$ cat config.mk
export PLATFORM = sky130hd
export DESIGN_NAME = cfg_ramp_seq
export DESIGN_NICKNAME = d
export VERILOG_FILES = /design/src/rtl/cfg_ramp_seq.sv
export SDC_FILE = /design/constraint.sdc
export NUM_CORES = 1
export LEC_CHECK = 0
export BUFFER_PORTS_ARGS = -buffer_cell sky130_fd_sc_hd__buf_2
export CAP_MARGIN = 40
export CORE_ASPECT_RATIO = 1.4
export CORE_MARGIN = 2
export CORE_UTILIZATION = 56
export CTS_BUF_LIST = sky130_fd_sc_hd__clkbuf_2
export DETAILED_ROUTE_END_ITERATION = 8
export PLACE_DENSITY_LB_ADDON = 0.15
export SYNTH_ARGS = -nofsm -noshare
export SYNTH_HDL_FRONTEND = slang
export SYNTH_SLANG_ARGS = --single-unit
$ cat constraint.sdc
create_clock -name clk -period 3.67 [get_ports clk]
set_clock_uncertainty 0.05 [all_clocks]
set_input_delay 0.367 -clock clk [delete_from_list [all_inputs] [get_ports clk]]
set_output_delay 0.367 -clock clk [all_outputs]
set_load 0.03 [all_outputs]
$ cat src/rtl/cfg_ramp_seq.sv
// rtl/cfg_ramp_seq.sv - config bus forwarder that ramps RAMP_ADDR writes, with fault lockout
// Optional soft ramp-down: define CFG_RAMP_SOFT_DOWN_EN
module cfg_ramp_seq #(
    parameter int DATA_W    = 8,
    parameter int ADDR_W    = 4,
    parameter int RAMP_ADDR = 4,
    parameter int RAMP_STEP = 4,
    parameter int RAMP_DIV  = 2000
) (
    input  logic              clk,
    input  logic              rst_n,
    input  logic [DATA_W-1:0] in_data,
    input  logic [ADDR_W-1:0] in_addr,
    input  logic              in_en,
    input  logic              fault,
    output logic [DATA_W-1:0] out_data,
    output logic [ADDR_W-1:0] out_addr,
    output logic              out_en,
    output logic [DATA_W-1:0] cur_val,
    output logic              busy,
    output logic              fault_lock
);
    localparam int DIV_W = (RAMP_DIV > 1) ? $clog2(RAMP_DIV) : 1;
    localparam logic [ADDR_W-1:0] RA      = ADDR_W'(RAMP_ADDR);
    localparam logic [DATA_W:0]   STEP_X  = (DATA_W+1)'(RAMP_STEP);
    localparam logic [DIV_W-1:0]  DIV_MAX = DIV_W'(RAMP_DIV - 1);

`ifdef CFG_RAMP_SOFT_DOWN_EN
    typedef enum logic [1:0] {S_IDLE, S_UP, S_DN, S_FAULT} state_t;
`else
    typedef enum logic [1:0] {S_IDLE, S_UP, S_FAULT} state_t;
`endif

    state_t            state_q;
    logic              fsync_q;
    logic              fs_q;
    logic [DIV_W-1:0]  div_q;
    logic              pend_q;
    logic [DATA_W-1:0] cur_q;
    logic [DATA_W-1:0] tgt_q;
    logic              hold_vld_q;
    logic [ADDR_W-1:0] hold_addr_q;
    logic [DATA_W-1:0] hold_data_q;
    logic              out_en_q;
    logic [ADDR_W-1:0] out_addr_q;
    logic [DATA_W-1:0] out_data_q;

    logic              in_busy;
    logic              fault_hit;
    logic              wr_ramp;
    logic              wr_fwd;
    logic              jump;
    logic              div_wrap;
    logic              step_req;
    logic              slot_taken;
    logic [DATA_W-1:0] tgt_d;
    logic [DATA_W-1:0] cur_d;
    logic [DATA_W:0]   up_sum;
    logic [DATA_W-1:0] up_val;
    logic [DATA_W:0]   dn_dif;
    logic [DATA_W-1:0] dn_raw;
    logic [DATA_W-1:0] dn_val;

`ifdef CFG_RAMP_SOFT_DOWN_EN
    assign in_busy = (state_q == S_UP) || (state_q == S_DN);
    assign jump    = 1'b0;
`else
    assign in_busy = (state_q == S_UP);
    // Without soft-down, any lower target bypasses the ramp and goes out like a forwarded write
    assign jump    = wr_ramp && (in_data < cur_q) && (state_q != S_FAULT);
`endif

    assign fault_hit  = fs_q && (state_q != S_FAULT);
    assign wr_ramp    = in_en && (in_addr == RA);
    assign wr_fwd     = in_en && (in_addr != RA);
    assign div_wrap   = (div_q == DIV_MAX);
    assign step_req   = in_busy && (div_wrap || pend_q);
    assign slot_taken = hold_vld_q || wr_fwd;

    // A target written in the same cycle as a step is honoured by that step
    always_comb begin
        tgt_d  = wr_ramp ? in_data : tgt_q;
        up_sum = {1'b0, cur_q} + STEP_X;
        up_val = (up_sum > {1'b0, tgt_d}) ? tgt_d : up_sum[DATA_W-1:0];
        dn_dif = {1'b0, cur_q} - STEP_X;
        dn_raw = dn_dif[DATA_W] ? '0 : dn_dif[DATA_W-1:0];
        dn_val = (dn_raw < tgt_d) ? tgt_d : dn_raw;
        cur_d  = (tgt_d > cur_q) ? up_val : dn_val;
    end

    always_ff @(posedge clk or negedge rst_n) begin
        if (!rst_n) begin
            state_q     <= S_IDLE;
            fsync_q     <= 1'b0;
            fs_q        <= 1'b0;
            div_q       <= '0;
            pend_q      <= 1'b0;
            cur_q       <= '0;
            tgt_q       <= '0;
            hold_vld_q  <= 1'b0;
            hold_addr_q <= '0;
            hold_data_q <= '0;
            out_en_q    <= 1'b0;
            out_addr_q  <= '0;
            out_data_q  <= '0;
        end else begin
            fsync_q  <= fault;
            fs_q     <= fsync_q;
            out_en_q <= 1'b0;
            div_q    <= (in_busy && !div_wrap) ? div_q + DIV_W'(1) : '0;

            if (fault_hit) begin
                out_en_q   <= 1'b1;
                out_addr_q <= RA;
                out_data_q <= '0;
                cur_q      <= '0;
                tgt_q      <= '0;
                pend_q     <= 1'b0;
                state_q    <= S_FAULT;
                if (wr_fwd) begin
                    hold_vld_q  <= 1'b1;
                    hold_addr_q <= in_addr;
                    hold_data_q <= in_data;
                end
            end else begin
                if (hold_vld_q) begin
                    out_en_q    <= 1'b1;
                    out_addr_q  <= hold_addr_q;
                    out_data_q  <= hold_data_q;
                    hold_vld_q  <= wr_fwd;
                    if (wr_fwd) begin
                        hold_addr_q <= in_addr;
                        hold_data_q <= in_data;
                    end
                end else if (wr_fwd || jump) begin
                    out_en_q   <= 1'b1;
                    out_addr_q <= in_addr;
                    out_data_q <= in_data;
                end

                case (state_q)
                    S_IDLE: begin
                        if (wr_ramp) begin
                            tgt_q <= in_data;
                            if (in_data > cur_q) state_q <= S_UP;
`ifdef CFG_RAMP_SOFT_DOWN_EN
                            else if (in_data < cur_q) state_q <= S_DN;
`else
                            else if (jump) cur_q <= in_data;
`endif
                        end
                    end
`ifdef CFG_RAMP_SOFT_DOWN_EN
                    S_UP, S_DN: begin
`else
                    S_UP: begin
`endif
                        if (wr_ramp) tgt_q <= in_data;
                        if (jump) begin
                            cur_q   <= in_data;
                            pend_q  <= 1'b0;
                            state_q <= S_IDLE;
                        end else if (step_req) begin
                            if (slot_taken) begin
                                pend_q <= 1'b1;
                            end else begin
                                pend_q <= 1'b0;
                                if (tgt_d == cur_q) begin
                                    state_q <= S_IDLE;
                                end else begin
                                    out_en_q   <= 1'b1;
                                    out_addr_q <= RA;
                                    out_data_q <= cur_d;
                                    cur_q      <= cur_d;
                                    if (cur_d == tgt_d) state_q <= S_IDLE;
`ifdef CFG_RAMP_SOFT_DOWN_EN
                                    else if (tgt_d < cur_q) state_q <= S_DN;
`endif
                                    else state_q <= S_UP;
                                end
                            end
                        end
                    end
                    S_FAULT: begin
                        if (wr_ramp && (in_data == '0) && !fs_q) state_q <= S_IDLE;
                    end
                    default: state_q <= S_IDLE;
                endcase
            end
        end
    end

    assign out_data   = out_data_q;
    assign out_addr   = out_addr_q;
    assign out_en     = out_en_q;
    assign cur_val    = cur_q;
    assign busy       = in_busy;
    assign fault_lock = (state_q == S_FAULT);

endmodule

After elaboration in Yosys (flattened, before gate mapping) --
Cells that the tools add are included.
Operators by class: add/sub/neg operators 3, magnitude comparators 5, equality and inequality tests 17, mux-type cells 65, reduce and logical (&&, ||, !) cells 25
Operator list (number):
- $mux 8 | 26
- $mux 4 | 11
- $mux 1 | 18
- $eq 8x8->1 | 2
- $gt 8x8->1 | 2
- $lt 8x8->1 | 2
- $pmux 8 s2 | 1
- $mux 2 | 7
- $ne 3x3->1 const B | 4
- $add 11x1->11 const B | 1
- $eq 11x11->1 const B | 1
- $mux 11 | 1
- $add 8x3->9 const B | 1
- $gt 9x8->1 | 1
- $logic_and 1x1->1 | 9
- $sub 8x3->9 const B | 1
- $logic_not 8->1 | 1
- $ne 4x4->1 const B | 2
- $reduce_and 7->1 | 1
- $pmux 2 s3 | 1
- $reduce_bool 2->1 | 3
- $reduce_bool 3->1 | 2
- $reduce_and 5->1 | 1
- $eq 4x3->1 const B | 1
- 12 further kinds | 15
Word-level totals: flip-flop bits (word level) 58, input bits 16, output and inout port bits 23, word-level logic and storage cells 128

Longest topological paths before layout --
depth in word-level cells 14, depth in mapped cells 18

Worst setup path after synthesis --
OpenSTA, ideal clock, no wires.
kind register to register, start point register cur_q[2] (netlist: cur_val[2]), end point register cur_q[5] (netlist: cur_val[5]), library setup time 0.121 ns, data arrival time 3.992 ns, data required time 3.499 ns, slack -0.493 ns, stages on the path, launching flop included 18, period minus slack after synthesis 4.163 ns, path through dfrtp_1 -> clkbuf_1 -> inv_1 -> ha_1 -> nor3b_2 -> and2_1 -> buf_2 -> nor2_1 -> ha_1 -> a21o_1 -> a21o_1 -> a21oi_1 -> o311ai_4 -> a31oi_4 -> o21ai_2 -> o221a_1 -> mux2_2 -> a22o_1
Between the ends: longest elaborated chain between the ends 11, elaborated cells between the ends (all ways) 26
RTL lines:
- from (decl) | RTL line 39 | logic [DATA_W-1:0] cur_q;
- from (signal assigned) | RTL line 149 | else if (jump) cur_q <= in_data;
- from (signal assigned) | RTL line 160 | cur_q <= in_data;
- from (signal assigned) | RTL line 174 | cur_q <= cur_d;
- $sub 8x3->9 | RTL line 85 | dn_dif = {1'b0, cur_q} - STEP_X;
- $mux 8 | RTL line 86 | dn_raw = dn_dif[DATA_W] ? '0 : dn_dif[DATA_W-1:0];
- $lt 8x8->1 | RTL line 87 | dn_val = (dn_raw < tgt_d) ? tgt_d : dn_raw;
- $mux 8 | RTL line 87
- $mux 8 | RTL line 88 | cur_d = (tgt_d > cur_q) ? up_val : dn_val;
- $mux 8 | RTL line 168 | if (tgt_d == cur_q) begin
- $mux 8 | RTL line 164 | if (slot_taken) begin
- $mux 8 | RTL line 163 | end else if (step_req) begin
- $mux 8 | RTL line 159 | if (jump) begin
- $pmux 8 s2 | RTL line 141 | case (state_q)
- $mux 8 | RTL line 112 | if (fault_hit) begin
Several ways; a longest one is shown, not always the timed one. The select of a mux whose other input is x is not followed. A chain may end at the register's enable or synchronous reset.

Worst setup path in the final report --
start point register cur_q[3] (netlist: cur_val[3]), end point register cur_q[5] (netlist: cur_val[5])
Same word-level chain as after synthesis.

==> impl_metrics.json <==
{
  "drt_iter0_markers": 274,
  "synthCells": 483,
  "regToRegStartpoint": "cur_val[3]$_DFFE_PN0P_",
  "p_leak_uw": 0.002549,
  "io_buffers": 38,
  "grt_first_pass_wirelength_microns": 21520,
  "synth_edf_count": 0,
  "synth.top_cell.area_share_pct": 33.87,
  "drv.max_cap_violation_count": 0,
  "startpoint": "cur_val[3]$_DFFE_PN0P_",
  "period_share_pct": 95.33,
  "reg2reg_to": "cur_val[5]$_DFFE_PN0P_",
  "area_growth_pct": 21.34,
  "worstMarginPinSlew_ps": 591.1,
  "core-area_sq_um": 7407,
  "viasPerCell": 6.055,
  "cts_made_buffers": 9,
  "dp_hpwl_microns": 10530,
  "synthTopCellsByArea": "dfrtp_1 (34%), ha_1 (9.6%), nor2_1 (4.8%), nand2_1 (4.2%), mux2i_1 (3.5%)",
  "gp_congestion": 1.003,
  "htree_levels": 3,
  "min-delay-start": "in_addr[1]",
  "synthArstFlopShare_pct": 100.0,
  "cts_tree": "done",
  "irDropWorstVdd_mv": 0.6400,
  "firstDrtPassIters": 5,
  "ys_ff_latch": 58,
  "place_area_sq_um": 5037,
  "ant_nets": 0,
  "cts_sinks": 58,
  "synth_area_per_cell_sq_um": 8.872,
  "wl_per_cell_microns": 19.52,
  "yosysSeqAreaShare_pct": 33.87,
  "max_freq_mhz": 285.8,
  "grt_max_degree": 39,
  "antenna_found_initial": 0,
  "min_path_type": "in -> reg",
  "hold_depth": 2,
  "clk_pin_slew_ps": 180,
  "power_uw": 5234,
  "setup.worst_path.end": "cur_val[5]$_DFFE_PN0P_",
  "crit_arrival_ps": 3860,
  "final_nets": 633,
  "synth_top_cell_by_area": "dfrtp_1",
  "die_area_sq_um": 8378,
  "post-route-util_pct": 70.20,
  "slew_viol_final": 0,
  "worstPathRequired_ps": 4030,
  "grt_usage_pct": 33.77,
  "antenna_cells": 0,
  "cp-start-kind": "flop",
  "syn-num-nets": 532,
  "cts_root_buffer": "clkbuf_2",
  "finalInstanceArea_sq_um": 5200,
  "holdWs_ps": 118.5,
  "first_global_vias": 4262,
  "grt_overflow_total": 0,
  "initial_core_util_pct": 57.85,
  "drive_above_1_share_pct": 27.16,
  "rows": 37,
  "wl_microns": 13390,
  "clockBufferDepth": 2,
  "powerDensity_nw_per_um2": 1007,
  "yosysWarnings": 0,
  "end_kind": "flop",
  "status": "completed",
  "setup_viol": 0,
  "clk_latency_ps": 490,
  "crit_path_max_fanout": 8,
  "synth_cell_types": 67,
  "r2r_cells": 15,
  "maxSlewHeadroom_pct": 60.59,
  "reg2reg_slack_ps": 170,
  "die-height_microns": 107.5,
  "drc_errors": 0,
  "die_w_microns": 77.93,
  "vias": 4154,
  "synth-main-ff-cell": "dfrtp_1",
  "syn-cell-area_sq_um": 4285,
  "io_pins": 39,
  "fin_crit_ps": 3498,
  "crit_type": "reg -> reg",
  "final_hold_viol_count": 0
}
## flip-flops by register name, summed over array words and instances (netlist names), 2 cells and up
| register | cells |
|---|---|
| div_q | 11 |
| cur_val | 8 |
| hold_data_q | 8 |
| out_data | 8 |
| tgt_q | 8 |
| hold_addr_q | 4 |
| out_addr | 4 |
| state_q | 2 |
## kinds of logic after synthesis
family,after synthesis,share of synthesized area (%)
muxes,28,7.182
and+or+nand+nor,167,18.66
xor gates and xnor gates,21,4.467
adders and majority gates,34,9.869
buffers and inverters,50,4.905
DFF,58,33.87
AOI/OAI and AO/OA,125,21.05
## cell usage in the layout, fill, tap and decap left out, drive strengths merged, types with 5 or more instances in the layout
cell / Yosys / routed
nor3: 12 / 12
nand4: 5 / 5
a21oi: 24 / 24
clkinv: 0 / 5
nand2: 48 / 48
ha: 33 / 33
o21ai: 27 / 27
nand2b: 5 / 5
nor2: 55 / 55
nand3: 11 / 11
and3: 9 / 9
a211oi: 5 / 5
a22o: 5 / 5
o21a: 5 / 5
a21o: 10 / 10
xnor2: 17 / 17
mux2i: 16 / 16
mux2: 12 / 12
clkbuf: 18 / 11
a31oi: 6 / 6
dfrtp: 58 / 58
buf: 4 / 110
o211ai: 6 / 6
inv: 28 / 28
## per-stage QoR
step	setup slack, ps	instances	setup TNS [ps]
5_1_grt	-28.83	686	-31.23
6_report	171.5	686	0
2_1_floorplan	-127.0	483	-127.0
3_5_place_dp	-210.5	666	-1429
3_3_place_gp	-183.1	666	-1260
4_1_cts	50.23	684	0
## area by class of cell
type                    count  area (sq um)
multi-input cells         375          2686
repair buffers            112         754.5
inverters                  28         107.6
fillers                   627          2207
flip-flops and latches     58          1453
clock inverters             5         22.52
clock buffers              11         55.05
well taps                  97         121.4
## routing by layer
layer  track usage, %  vias up  part of all wire (%)
met3            4.614       46                   4.7
met4            19.55        0                   5.5
li1                 -     1945                     -
met5                0        -                     0
met1            37.82     2009                    38
met2            60.71      154                    52
## timing repair
item                                    4_1_cts  5_1_grt
hold endpoints to repair                     21        0
buffers inserted                              0        2
endpoints found under the setup margin        0       14
gates resized for setup                       0       11
hold buffers                                  2        0
## power by group
group | leakage (uW) | internal [uW] | switching [uW]
logic | 0.00175 | 1900 | 2100
registers | 0.000740 | 779 | 138
clock network | 0.0000606 | 87.2 | 227
total | 0.00255 | 2770 | 2470
## how the worst min path moves through the flow
stage,to,slack [ps]
2_1_floorplan,cur_val[0]$_DFFE_PN0P_,20
3_3_place_gp,fs_q$_DFF_PN0_,280
3_5_place_dp,out_addr[2]$_DFF_PN0_,300
4_1_cts,hold_addr_q[1]$_DFFE_PN0P_,70
5_1_grt,hold_addr_q[1]$_DFFE_PN0P_,90
6_report,hold_addr_q[1]$_DFFE_PN0P_,120
## cells in the mapped netlist, drive strengths merged (2+ instances only)
| cell | count |
|---|---|
| a21oi | 24 |
| nor2 | 55 |
| xnor2 | 17 |
| nand3 | 11 |
| nand2b | 5 |
| ha | 33 |
| nor4 | 2 |
| o22ai | 4 |
| nor3b | 3 |
| o2111ai | 4 |
| o21ai | 27 |
| o31ai | 4 |
| and2 | 4 |
| o211ai | 6 |
| o21bai | 2 |
| a311oi | 3 |
| a211oi | 5 |
| and4 | 3 |
| a221oi | 4 |
| a2bb2oi | 2 |
| nand2 | 48 |
| or2 | 3 |
| a21o | 10 |
| buf | 4 |
| mux2i | 16 |
| xor2 | 4 |
| o221ai | 2 |
| nand4 | 5 |
| a31oi | 6 |
| inv | 28 |
| mux2 | 12 |
| a22o | 5 |
| dfrtp | 58 |
| and3 | 9 |
| nor3 | 12 |
| clkbuf | 18 |
| nor2b | 4 |
| o21a | 5 |
## critical path, cell delays in order (launching register included)
cell      delay, ps
dfrtp_1         450
inv_1           110
ha_4            180
nor3b_4         150
and2_4          150
nor2_1          190
ha_1            290
a21o_1          180
a21o_1          180
a21oi_2         200
o311ai_4        140
a31oi_4         270
o21ai_4         130
o221a_1         260
mux2_2          270
a22o_1          200
Power figures use the tool's default switching activity.
